## src/rtl/pc_update_unit_if.sv

```systemverilog
// Vector-fetch bus between the PC update unit and the memory address mux.
// Ports: vec_addr/vec_rd (unit -> memory), mem_byte (memory -> unit).
interface pc_update_unit_if;
  logic [31:0] vec_addr;
  logic        vec_rd;
  logic [7:0]  mem_byte;

  modport master (
    output vec_addr,
    output vec_rd,
    input  mem_byte
  );

  modport slave (
    input  vec_addr,
    input  vec_rd,
    output mem_byte
  );
endinterface

```

## src/rtl/pc_update_unit.sv

```systemverilog
// PC stage: holds PC, applies branch/jump loads, saves EPC and fetches the
// exception vector byte from memory into PC.
// Ports: clk, reset (async, active-high); PC_in, pc_write, pc_write_cond,
//   br_type, alu_zero, alu_gt, exc_opc/exc_ovf/exc_div0 in; pc_out,
//   epc_out, exc_busy out; mem (master): vec_addr, vec_rd out, mem_byte in.
// Option: define PC_ALIGN_CHECK_EN to trap misaligned PC loads (vector 252).
module pc_update_unit #(
  parameter logic [31:0] RESET_PC = 32'h0000_0000,
  parameter int          MEM_LAT  = 2,
  parameter logic [31:0] VEC_OPC  = 32'd253,
  parameter logic [31:0] VEC_OVF  = 32'd254,
  parameter logic [31:0] VEC_DIV0 = 32'd255
) (
  input  logic        clk,
  input  logic        reset,
  input  logic [31:0] PC_in,
  input  logic        pc_write,
  input  logic        pc_write_cond,
  input  logic [1:0]  br_type,
  input  logic        alu_zero,
  input  logic        alu_gt,
  input  logic        exc_opc,
  input  logic        exc_ovf,
  input  logic        exc_div0,
  output logic [31:0] pc_out,
  output logic [31:0] epc_out,
  output logic        exc_busy,
  pc_update_unit_if.master mem
);

  typedef enum logic [1:0] {
    IDLE,
    SAVE,
    FETCH,
    LOAD
  } state_t;

  localparam logic [2:0] LAT_LAST = 3'(MEM_LAT - 1);
`ifdef PC_ALIGN_CHECK_EN
  localparam logic [31:0] VEC_MIS = 32'd252;
`endif

  state_t      state;
  logic [2:0]  cnt;
  logic        cond;
  logic        load_pc;
  logic        exc_any;
  logic [31:0] vec_sel;
  logic        misalign;

  always_comb begin
    cond = 1'b0;
    case (br_type)
      2'b00: cond = alu_zero;
      2'b01: cond = !alu_zero;
      2'b10: cond = !alu_gt;
      2'b11: cond = alu_gt;
      default: cond = 1'b0;
    endcase
  end

  always_comb begin
    load_pc  = pc_write | (pc_write_cond & cond);
`ifdef PC_ALIGN_CHECK_EN
    misalign = load_pc & (PC_in[1:0] != 2'b00);
`else
    misalign = 1'b0;
`endif
    exc_any  = exc_opc | exc_ovf | exc_div0 | misalign;
    vec_sel  = VEC_DIV0;
    if (exc_opc)
      vec_sel = VEC_OPC;
    else if (exc_ovf)
      vec_sel = VEC_OVF;
    else if (exc_div0)
      vec_sel = VEC_DIV0;
`ifdef PC_ALIGN_CHECK_EN
    else if (misalign)
      vec_sel = VEC_MIS;
`endif
  end

  // vec_addr is latched when the exception is taken and then simply held;
  // the memory side only looks at it while vec_rd is high.
  always_ff @(posedge clk or posedge reset) begin
    if (reset) begin
      state        <= IDLE;
      cnt          <= 3'd0;
      pc_out       <= RESET_PC;
      epc_out      <= 32'd0;
      exc_busy     <= 1'b0;
      mem.vec_addr <= 32'd0;
      mem.vec_rd   <= 1'b0;
    end else begin
      unique case (state)
        IDLE: begin
          if (exc_any) begin
            state        <= SAVE;
            exc_busy     <= 1'b1;
            mem.vec_addr <= vec_sel;
          end else if (load_pc) begin
            pc_out <= PC_in;
          end
        end
        SAVE: begin
          // PC has already advanced past the faulting instruction.
          epc_out    <= pc_out - 32'd4;
          mem.vec_rd <= 1'b1;
          cnt        <= 3'd0;
          state      <= FETCH;
        end
        FETCH: begin
          if (cnt == LAT_LAST) begin
            mem.vec_rd <= 1'b0;
            cnt        <= 3'd0;
            state      <= LOAD;
          end else begin
            cnt <= cnt + 3'd1;
          end
        end
        LOAD: begin
          pc_out   <= {24'b0, mem.mem_byte};
          exc_busy <= 1'b0;
          state    <= IDLE;
        end
        default: state <= IDLE;
      endcase
    end
  end

endmodule

```

## src/flat_wrapper.sv

```systemverilog
// flat-port wrapper written by rule: the top's interface ports become plain ports
module pc_update_unit_flat 
#(
  parameter logic [31:0] RESET_PC = 32'h0000_0000,
  parameter int          MEM_LAT  = 2,
  parameter logic [31:0] VEC_OPC  = 32'd253,
  parameter logic [31:0] VEC_OVF  = 32'd254,
  parameter logic [31:0] VEC_DIV0 = 32'd255
)
  (clk, reset, PC_in, pc_write, pc_write_cond, br_type, alu_zero, alu_gt, exc_opc, exc_ovf, exc_div0, pc_out, epc_out, exc_busy, mem_vec_addr, mem_vec_rd, mem_mem_byte);
  pc_update_unit_if mem_i ();
  input  logic clk;
  input  logic reset;
  input  logic [31:0] PC_in;
  input  logic pc_write;
  input  logic pc_write_cond;
  input  logic [1:0] br_type;
  input  logic alu_zero;
  input  logic alu_gt;
  input  logic exc_opc;
  input  logic exc_ovf;
  input  logic exc_div0;
  output logic [31:0] pc_out;
  output logic [31:0] epc_out;
  output logic exc_busy;
  output wire logic [$bits(mem_i.vec_addr)-1:0] mem_vec_addr;
  output wire logic [$bits(mem_i.vec_rd)-1:0] mem_vec_rd;
  input wire logic [$bits(mem_i.mem_byte)-1:0] mem_mem_byte;
  assign mem_vec_addr = mem_i.vec_addr;
  assign mem_vec_rd = mem_i.vec_rd;
  assign mem_i.mem_byte = mem_mem_byte;
  pc_update_unit #(.RESET_PC(RESET_PC), .MEM_LAT(MEM_LAT), .VEC_OPC(VEC_OPC), .VEC_OVF(VEC_OVF), .VEC_DIV0(VEC_DIV0)) u_core (.clk(clk), .reset(reset), .PC_in(PC_in), .pc_write(pc_write), .pc_write_cond(pc_write_cond), .br_type(br_type), .alu_zero(alu_zero), .alu_gt(alu_gt), .exc_opc(exc_opc), .exc_ovf(exc_ovf), .exc_div0(exc_div0), .pc_out(pc_out), .epc_out(epc_out), .exc_busy(exc_busy), .mem(mem_i));
endmodule
```

## config.mk

```make
export PLATFORM = sky130hd
export DESIGN_NAME = pc_update_unit_flat
export DESIGN_NICKNAME = d
export VERILOG_FILES = /design/src/rtl/pc_update_unit_if.sv /design/src/rtl/pc_update_unit.sv /design/src/flat_wrapper.sv
export SDC_FILE = /design/constraint.sdc
export NUM_CORES = 1
export LEC_CHECK = 0
export ABC_AREA = 1
export BUFFER_PORTS_ARGS = -buffer_cell sky130_fd_sc_hd__buf_2
export CORE_MARGIN = 2
export CORE_UTILIZATION = 40
export CTS_CLUSTER_SIZE = 25
export DETAILED_ROUTE_END_ITERATION = 12
export PLACE_DENSITY = 0.68
export REMOVE_ABC_BUFFERS = 1
export SYNTH_ARGS = -nofsm -noshare
export SYNTH_HDL_FRONTEND = slang
export SYNTH_SLANG_ARGS = --single-unit
```

## constraint.sdc

```tcl
create_clock -name clk -period 3.3 [get_ports clk]
set_input_delay 0.66 -clock clk [delete_from_list [all_inputs] [get_ports clk]]
set_output_delay 0.66 -clock clk [all_outputs]
set_load 0.01 [all_outputs]
```

==> results of run 1 <==
==> power by group <==
group | total, mW | switching, mW | internal (mW)
Combinational | 2.51 | 1.63 | 0.881
Sequential | 1.75 | 0.426 | 1.33
Clock | 0.728 | 0.342 | 0.387
Total | 4.99 | 2.39 | 2.59
==> kinds of logic (layout without fill, tap and decap cells) <==
logic type | count (synthesis) | after routing | synth area share (%)
and+or+nand+nor | 281 | 281 | 29.32
buffers and inverters | 83 | 181 | 10.59
DFF | 74 | 74 | 45.15
AOI/OAI and AO/OA | 72 | 72 | 9.640
xor gates and xnor gates | 8 | 8 | 1.708
muxes | 8 | 8 | 1.983
adders and majority gates | 5 | 5 | 1.525
other | 1 | 24 | 0.09143
==> layout make-up <==
class	count	area share, %
flip-flops and latches	74	37.65
clock inverters	5	1.068
inverters	39	2.976
well taps	133	3.383
clock buffers	11	3.078
repair buffers	126	13.18
multi-input cells	398	38.67
==> sequential cells by signal, indices dropped and copies added (netlist names) <==
name	flops
u_core.mem.vec_rd	1
u_core.cnt	3
u_core.exc_busy	1
u_core.epc_out	32
u_core.mem.vec_addr	3
u_core.pc_out	32
u_core.state	2
==> worst min-delay path by stage <==
stage                                  startpoint                       endpoint  slack [ns]  cells after the start
floorplan             u_core.state[1]$_DFFE_PP0P_    u_core.state[1]$_DFFE_PP0P_        0.50                      2
global placement    u_core.epc_out[1]$_DFFE_PP0P_  u_core.epc_out[1]$_DFFE_PP0P_        0.45                      2
detailed placement  u_core.epc_out[0]$_DFFE_PP0P_  u_core.epc_out[0]$_DFFE_PP0P_        0.46                      2
CTS                                         reset  u_core.epc_out[1]$_DFFE_PP0P_        0.44                      2
global route                                reset  u_core.epc_out[0]$_DFFE_PP0P_        0.50                      2
finish                                      reset  u_core.epc_out[1]$_DFFE_PP0P_        0.42                      2
==> cell usage in the layout (no fill, tap or decap), drive strengths merged <==
cell / instances
o21bai: 3
nand4: 7
or2: 1
clkinv: 4
nand3: 19
mux2: 1
clkinvlp: 1
bufinv: 1
mux2i: 7
conb: 24
nor2: 70
a21oi: 11
buf: 126
dfrtp: 74
a31oi: 7
ha: 5
nand2: 182
o21ai: 51
clkbuf: 11
inv: 38
nand3b: 2
xor2: 8
==> per-layer routing <==
layer  up-vias  share of wire [%]
met5         -                  0
met3        17                7.6
met1      1679                 45
met2       149                 45
li1       1867                  -
met4         0                2.0
==> metrics by stage <==
| step | setup WS (ns) | utilization, % | std cells |
|---|---|---|---|
| 5_1_grt | 1.160 | 49.86 | 786 |
| 3_3_place_gp | 1.388 | 47.79 | 770 |
| 3_5_place_dp | 1.333 | 47.79 | 770 |
| 2_1_floorplan | 0.7584 | - | 511 |
| 6_report | 1.416 | 49.86 | 786 |
| 4_1_cts | 1.397 | 49.86 | 786 |
==> metrics.yaml, run 1 <==
critical_path:
  crit_arrival_ns: 2.15
  reg2reg_depth: 8
  slowest_delay_ns: 0.48
  regToRegEndpoint: "u_core.pc_out[22]$_DFFE_PP0P_"
  timing.rr.start: "u_core.state[1]$_DFFE_PP0P_"
  cp_common_cell: "inv_1"
  startpoint_type: "flop"
  setup.worst_path.end: "u_core.pc_out[22]$_DFFE_PP0P_"
  r2r_slack_ns: 1.42
  cp_cell_sequence: "inv_1 > ha_1 > inv_1 > a31oi_4 > nor2_2 > nand2_4 > nand2_1 > o21ai_1"
  cp_num_buf_inv: 2
  required_ns: 3.56
  critical_path_class: "reg -> reg"
  slowest_stage: "nand2_4"
  crit_family: "simple AND/OR/NAND/NOR gates"
  startpoint: "u_core.state[1]$_DFFE_PP0P_"
  path_depth: 8
  end_kind: "flop"
  cp_max_fo: 63
clock_tree:
  cts_tree: "done"
  clock-sinks: 74
  ctsResizeCount: 0
  hold_buffers: 0
  cts_buffers: 9
  clk_pin_slew_worst_paths_ns: 0.08
  clk_latency_ns: 0.35
  clock_path_buffers: 2
  cts-root-buf: "clkbuf_8"
  ctsHtreeMaxLevel: 3
  post_cts_buffers: 0
final_layout:
  syn_to_final_growth_pct: 19.92
  drive_gt1_share_pct: 26.34
  final-seq-area_sq_um: 1852
  layout.nets: 704
  stdcell_area_sq_um: 4918
  multi_input_area_sq_um: 1902
  antenna_cells: 0
  n_fill_cell: 990
pwr:
  peakVddDrop_mv: 0.9789
  p_leak_nw: 2.579
  p_total_mw: 4.988
  power.density_nw_per_um2: 1014
logic_synthesis:
  yosysWarningCount: 0
  synth_edf_count: 0
  synth.distinct_cells: 31
  yosysMostFrequentCell: "nand2_1"
  async_reset_ff_share_pct: 100.0
  synth_top_area_cell: "dfrtp_1"
  synth_top_cell_area_share_pct: 45.15
  synth.area.top_cells: "dfrtp_1 (45%), nand2_1 (16%), buf_4 (5.5%)"
  netlist_area_sq_um: 4101
  ys.flop_type: "dfrtp_1"
  seq_area_frac_synth_pct: 45.15
  synthTopCellsByCount: "nand2_1 (174), dfrtp_1 (74), nor2_1 (56)"
  ys_seq_elements: 74
  synthCells: 532
  synth_area_per_cell_sq_um: 7.709
detailed_routing:
  final_antenna_net_count: 0
  drc_errors: 0
  totalWireLength_microns: 10510
  drt_pass1_iterations: 4
  via_per_inst: 4.723
  drt_iter0_drc: 222
  vias: 3712
  post_drt_wl_per_cell_microns: 13.37
global_routing:
  grt_pass1_vias: 3497
  gr-usage-met3_pct: 4.082
  use_met1_pct: 25.76
  overflow: 0
  track_usage_pct: 19.63
  gr-usage-met2_pct: 31.29
  antenna_found_initial: 0
  grt_max_degree: 64
  grt_pass1_wl_microns: 17280
  top_usage_layer: "met2"
placed_design:
  post_dp_cell_area_sq_um: 4715
  portBuffers: 124
  place_hpwl_microns: 7774
  gp_congestion: 0.8850
floorplan:
  die_width_microns: 105.3
  ios: 149
  rows: 36
  fp.dieH_microns: 105.3
  initial_core_util_pct: 41.58
  fp.dieArea_sq_um: 11080
  core-area_sq_um: 9864
timing:
  fin_worst_skew_ns: 0.01135
  rsz0062_at_grt: "false"
  fin_hold_ws_ns: 0.4232
  fin_setup_tns_ns: 0
  max_slew_margin_pct: 51.04
  setup_viol: 0
  period_share_pct: 57.10
  fmax_mhz: 530.7
  slew_viol_final: 0
  hold_viol: 0
  post-route-min-period_ns: 1.884
  worstMarginPinSlew_ns: 0.7334
min_path:
  min_path_type: "in -> async"
run_status:
  status: "finished, final reports clean"
run:
  cap_viol_max_count: 0
Power figures use the tool's default switching activity.
==> inputs of run 2 (changes only) <==
==> constraint.sdc (replaced) <==
create_clock -name clk -period 1.9 [get_ports clk]
set_input_delay 0.38 -clock clk [delete_from_list [all_inputs] [get_ports clk]]
set_output_delay 0.38 -clock clk [all_outputs]
set_load 0.01 [all_outputs]
==> metrics.yaml, run 2 (same netlist as run 1, synthesis figures left out) <==
detailed_routing:
  vias: 3826  # +3.1%
  drc_errors: 0  # unchanged
  via_per_inst: 4.813  # +1.9%
  post_drt_wl_per_cell_microns: 13.86  # +3.7%
  drt_iter0_drc: 195  # -12%
  drt_pass1_iterations: 4  # unchanged
  totalWireLength_microns: 11020  # +4.9%
  final_antenna_net_count: 0  # unchanged
run:
  cap_viol_max_count: 0  # unchanged
global_routing:
  gr-usage-met2_pct: 31.71  # +0.41 points
  grt_pass1_vias: 3674  # +5.1%
  top_usage_layer: "met2"
  use_met1_pct: 25.84  # +0.080 points
  gr-usage-met3_pct: 5.195  # +1.1 points
  grt_max_degree: 45  # -30%
  overflow: 0  # unchanged
  antenna_found_initial: 0  # unchanged
  grt_pass1_wl_microns: 17710  # +2.4%
  track_usage_pct: 20.03  # +0.39 points
pwr:
  p_leak_nw: 2.661  # +3.2%
  p_total_mw: 9.426  # +89%
  switching_share_pct: 46.73  # -1.3 points
  comb_power_share_pct: 51.1  # +0.8 points
  p_sw_mw: 4.405  # +84%
  power.share.clock_pct: 16.5  # +1.9 points
  seq_power_share_pct: 32.4  # -2.7 points
  peakVddDrop_mv: 0.9600  # -1.9%
  intPower_mw: 5.021  # +94%
  power.density_nw_per_um2: 1854  # +83%
timing:
  fmax_mhz: 579.6  # +9.2%
  period_share_pct: 90.81  # +34 points
  rsz0062_at_grt: "false"
  post-route-min-period_ns: 1.725  # -0.1588 ns
  fin_hold_ws_ns: 0.03490  # -0.3883 ns
  setup_viol: 0  # unchanged
  fin_worst_skew_ns: 0.01235  # +0.0009984 ns
  hold_viol: 0  # unchanged
  slew_viol_final: 0  # unchanged
floorplan:
  rows: 36  # unchanged
  initial_core_util_pct: 41.58  # unchanged
  fp.dieH_microns: 105.3  # unchanged
  ios: 149  # unchanged
  core-area_sq_um: 9864  # unchanged
  fp.dieArea_sq_um: 11080  # unchanged
  die_width_microns: 105.3  # unchanged
final_layout:
  layout.nets: 713  # +1.3%
  stdcell_area_sq_um: 5085  # +3.4%
  antenna_cells: 0  # unchanged
  layout_commonest_cell: "nand2_1"
  finalCoreUtilization_pct: 51.55  # +1.7 points
  top_regs: "u_core.epc_out: 32 flops, u_core.pc_out: 32 flops"
  final_cell_count_no_fill: 795  # +1.1%
  most-common-layout-cells: "nand2_1 (174), buf_2 (124), dfrtp_1 (74), nor2_1 (56), o21ai_1 (42)"
  syn_to_final_growth_pct: 23.98
  drive_gt1_share_pct: 27.34  # +1.0 points
critical_path:
  regToRegEndpoint: "u_core.pc_out[19]$_DFFE_PP0P_"
  startpoint_type: "flop"
  critical_path_class: "reg -> reg"
  crit_arrival_ns: 2.01  # -0.14 ns
  reg2reg_depth: 9  # +1
  end_kind: "flop"
  cp_max_fo: 22  # -65%
  required_ns: 2.19  # -1.37 ns
  r2r_slack_ns: 0.17  # -1.24 ns
  timing.rr.start: "u_core.state[0]$_DFFE_PP0P_"
placed_design:
  post_dp_cell_area_sq_um: 4790  # +1.6%
  portBuffers: 124  # unchanged
  place_hpwl_microns: 8171  # +5.1%
  gp_congestion: 0.8842  # about the same
  placed_cells: 775  # +0.65%
clock_tree:
  clk_pin_slew_worst_paths_ns: 0.09  # about the same
  clock_path_buffers: 2  # unchanged
  clk_latency_ns: 0.36  # about the same
  hold_buffers: 0  # unchanged
  clock-sinks: 74  # unchanged
  cts_tree: "done"
  post_cts_buffers: 0  # unchanged
  cts-root-buf: "clkbuf_8"
  cts_buffers: 9  # unchanged
  ctsHtreeMaxLevel: 3  # unchanged
  ctsResizeCount: 0  # unchanged
run_status:
  status: "finished, final reports clean"
min_path:
  min_path_type: "in -> async"
## run 2: cell count changes in the layout (fill, tap and decap cells not counted)
cell,delta
buf_4,+5
inv_6,+3
clkbuf_16,+1
bufinv_16,+2
clkbuf_8,-2
clkinv_2,-3
buf_12,+3
## run 2: per-stage QoR
step / setup TNS, ns / worst slack, ns
detailed placement: 0 / 0.1426
floorplan: -26.76 / -0.3616
finish: 0 / 0.1745
CTS: 0 / 0.1105
global placement: 0 / 0.2523
global route: 0 / 0.02279
## run 2: cell type report
type,count,area (sq um)
Multi-Input combinational cell,398,1902
Fill cell,956,4780
Inverter,39,146.4
Clock inverter,7,123.9
Tap cell,133,166.4
Sequential cell,74,1852
Timing Repair Buffer,135,770.7
Clock buffer,9,123.9
## run 2: how the worst max path moves through the flow
stage                     depth (start not counted)                        start                             to
after floorplan                                   1                        reset      u_core.cnt[0]$_DFFE_PP0P_
after global placement                            9  u_core.state[0]$_DFFE_PP0P_  u_core.pc_out[14]$_DFFE_PP0P_
after detailed placement                          9  u_core.state[0]$_DFFE_PP0P_  u_core.pc_out[26]$_DFFE_PP0P_
after CTS                                         9  u_core.state[0]$_DFFE_PP0P_  u_core.pc_out[26]$_DFFE_PP0P_
after global routing                              9  u_core.state[0]$_DFFE_PP0P_  u_core.pc_out[10]$_DFFE_PP0P_
final                                             9  u_core.state[0]$_DFFE_PP0P_  u_core.pc_out[19]$_DFFE_PP0P_
## run 2: power by group through the flow
stage | clock, mW | sequential (mW) | combinational [mW]
finish | 1.56 | 3.05 | 4.82
global route | 1.65 | 3.16 | 5.42
CTS | 1.57 | 3.05 | 4.61
detailed placement | 0 | 3.07 | 4.58
global placement | 0 | 3.05 | 4.47
floorplan | 0 | 3.20 | 2.66
## run 2: routing by layer
| layer | vias up | share of wire, % |
|---|---|---|
| met5 | - | 0 |
| met4 | 0 | 2.2 |
| met3 | 23 | 9.3 |
| met2 | 175 | 45 |
| met1 | 1739 | 44 |
| li1 | 1889 | - |
## run 2: worst max-delay path, stage by stage (launching register included)
cell and delay, ns:
dfrtp_1 0.41, inv_1 0.11, ha_1 0.20, inv_1 0.10
a31oi_4 0.23, nor2_2 0.08, nand2_4 0.17, clkbuf_16 0.23
nand2_1 0.06, o21ai_1 0.07
==> inputs of run 3 (changes only) <==
--- a/config.mk
+++ b/config.mk
@@ -7,7 +7,7 @@
 export LEC_CHECK = 0
 export ABC_AREA = 1
 export BUFFER_PORTS_ARGS = -buffer_cell sky130_fd_sc_hd__buf_2
-export CORE_MARGIN = 2
+export CORE_MARGIN = 3
 export CORE_UTILIZATION = 40
 export CTS_CLUSTER_SIZE = 25
 export DETAILED_ROUTE_END_ITERATION = 12
==> metrics.yaml, run 3 (same netlist as run 1, synthesis figures left out) <==
final_layout:
  top_regs: "u_core.epc_out: 32 flops, u_core.pc_out: 32 flops"
  stdcell_area_sq_um: 4997  # -1.7%
  most-common-layout-cells: "nand2_1 (174), buf_2 (124), dfrtp_1 (74), nor2_1 (56), o21ai_1 (42)"
  final-seq-area_sq_um: 1852  # unchanged
  layout.nets: 709  # -0.56%
  finalCoreUtilization_pct: 50.66  # -0.89 points
  n_fill_cell: 982  # +2.7%
  multi_input_area_sq_um: 1902  # unchanged
  drive_gt1_share_pct: 26.90  # -0.44 points
  final_cell_count_no_fill: 792  # -0.38%
  syn_to_final_growth_pct: 21.84
  layout_commonest_cell: "nand2_1"
detailed_routing:
  vias: 3777  # -1.3%
  drt_iter0_drc: 259  # +33%
  drc_errors: 0  # unchanged
  post_drt_wl_per_cell_microns: 13.48  # -2.7%
  via_per_inst: 4.769  # -0.91%
  final_antenna_net_count: 0  # unchanged
  drt_pass1_iterations: 4  # unchanged
  totalWireLength_microns: 10680  # -3.1%
critical_path:
  critical_path_class: "reg -> reg"
  regToRegEndpoint: "u_core.pc_out[26]$_DFFE_PP0P_"
  r2r_slack_ns: 0.18  # about the same
  crit_arrival_ns: 1.99  # -0.02 ns
  required_ns: 2.17  # -0.02 ns
  startpoint: "u_core.state[1]$_DFFE_PP0P_"
  end_kind: "flop"
  startpoint_type: "flop"
  reg2reg_depth: 9  # unchanged
  cp_max_fo: 24  # +9.1%
  timing.rr.start: "u_core.state[1]$_DFFE_PP0P_"
timing:
  fin_hold_ws_ns: 0.09166  # +0.05677 ns
  slew_viol_final: 0  # unchanged
  rsz0062_at_grt: "false"
  period_share_pct: 90.55  # -0.26 points
  setup_viol: 0  # unchanged
  hold_viol: 0  # unchanged
  post-route-min-period_ns: 1.720  # -0.005012 ns
  fmax_mhz: 581.2  # +0.29%
  fin_setup_tns_ns: 0  # unchanged
  fin_worst_skew_ns: 0.01264  # +0.0002898 ns
  worst_slack_ns: 0.1796  # +0.005012 ns
min_path:
  min_path_type: "in -> async"
placed_design:
  portBuffers: 124  # unchanged
  placed_cells: 775  # unchanged
  dp_slack_ns: 0.1841  # +0.04146 ns
  post_dp_cell_area_sq_um: 4777  # -0.26%
  place_hpwl_microns: 8016  # -1.9%
  gp_congestion: 0.8912  # +0.79%
pwr:
  switching_share_pct: 46.86  # +0.12 points
  power.density_nw_per_um2: 1800  # -2.9%
  peakVddDrop_mv: 0.9262  # -3.5%
  seq_power_share_pct: 33.8  # +1.4 points
  p_leak_nw: 2.624  # -1.4%
  p_total_mw: 8.994  # -4.6%
  power.share.clock_pct: 15.2  # -1.3 points
  intPower_mw: 4.780  # -4.8%
  comb_power_share_pct: 51.0  # about the same
  p_sw_mw: 4.214  # -4.3%
global_routing:
  grt_pass1_vias: 3463  # -5.7%
  overflow: 0  # unchanged
  grt_max_degree: 75  # +67%
  track_usage_pct: 18.54  # -1.5 points
  antenna_found_initial: 0  # unchanged
  grt_pass1_wl_microns: 16860  # -4.8%
run_status:
  status: "finished, final reports clean"
clock_tree:
  clk_pin_slew_worst_paths_ns: 0.09  # about the same
  cts_buffers: 9  # unchanged
  ctsHtreeMaxLevel: 3  # unchanged
  post_cts_buffers: 0  # unchanged
  cts_tree: "done"
  hold_buffers: 0  # unchanged
  clock-sinks: 74  # unchanged
  cts-root-buf: "clkbuf_8"
  clock_path_buffers: 2  # unchanged
  ctsResizeCount: 0  # unchanged
  clk_latency_ns: 0.35  # about the same
floorplan:
  die_width_microns: 107.3  # +1.9%
  fp.dieArea_sq_um: 11500  # +3.8%
  rows: 36  # unchanged
  core-area_sq_um: 9864  # unchanged
  initial_core_util_pct: 41.58  # unchanged
  fp.dieH_microns: 107.3  # +1.9%
  ios: 149  # unchanged
run:
  cap_viol_max_count: 0  # unchanged
[run 3: cell count changes in the layout (fill, tap and decap cells not counted), sizes merged]
cell | previous run | this run
clkinv | 1 | 5
buf | 134 | 131
inv | 41 | 38
bufinv | 3 | 2
clkinvlp | 1 | 0
diode | 0 | 1
[run 3: worst max-delay path by stage]
stage                               endpoint  depth (start not counted)
2_1_floorplan      u_core.cnt[0]$_DFFE_PP0P_                          1
3_3_place_gp    u_core.pc_out[8]$_DFFE_PP0P_                          7
3_5_place_dp   u_core.pc_out[19]$_DFFE_PP0P_                          9
4_1_cts        u_core.pc_out[20]$_DFFE_PP0P_                          9
5_1_grt        u_core.pc_out[20]$_DFFE_PP0P_                          9
6_report       u_core.pc_out[26]$_DFFE_PP0P_                          9
[run 3: worst max-delay path: stages (launching register included)]
cell	delay, ns
dfrtp_1	0.42
inv_1	0.10
ha_1	0.20
inv_1	0.09
a31oi_4	0.21
nor2_2	0.08
nand2_4	0.20
buf_12	0.19
nand2_1	0.06
o21ai_1	0.07
[run 3: power groups by stage]
stage	clock network (mW)	logic (mW)	registers (mW)
after floorplan	0	2.66	3.20
after global placement	0	4.50	3.04
after detailed placement	0	4.63	3.06
after CTS	1.40	4.65	3.04
after global routing	1.47	5.19	3.14
final	1.37	4.59	3.04
[run 3: cell type report]
| class | instances | share of cell area [%] |
|---|---|---|
| multi-input combinational | 398 | 38.06 |
| sequential | 74 | 37.06 |
| clock inverter | 6 | 1.602 |
| inverter | 39 | 2.929 |
| antenna | 1 | 0.05008 |
| tap | 133 | 3.330 |
| timing repair buffer | 131 | 14.22 |
| clock buffer | 10 | 2.754 |
[run 3: layer usage]
layer / part of all wire (%) / track usage (%) / wire length [microns] / vias to the layer above
li1: - / - / - / 1885
met4: 1.1 / 6.484 / 122 / 0
met5: 0 / 0 / 0 / -
met1: 43 / 24.25 / 4593 / 1722
met3: 10 / 5.219 / 1067 / 13
met2: 46 / 29.45 / 4898 / 157
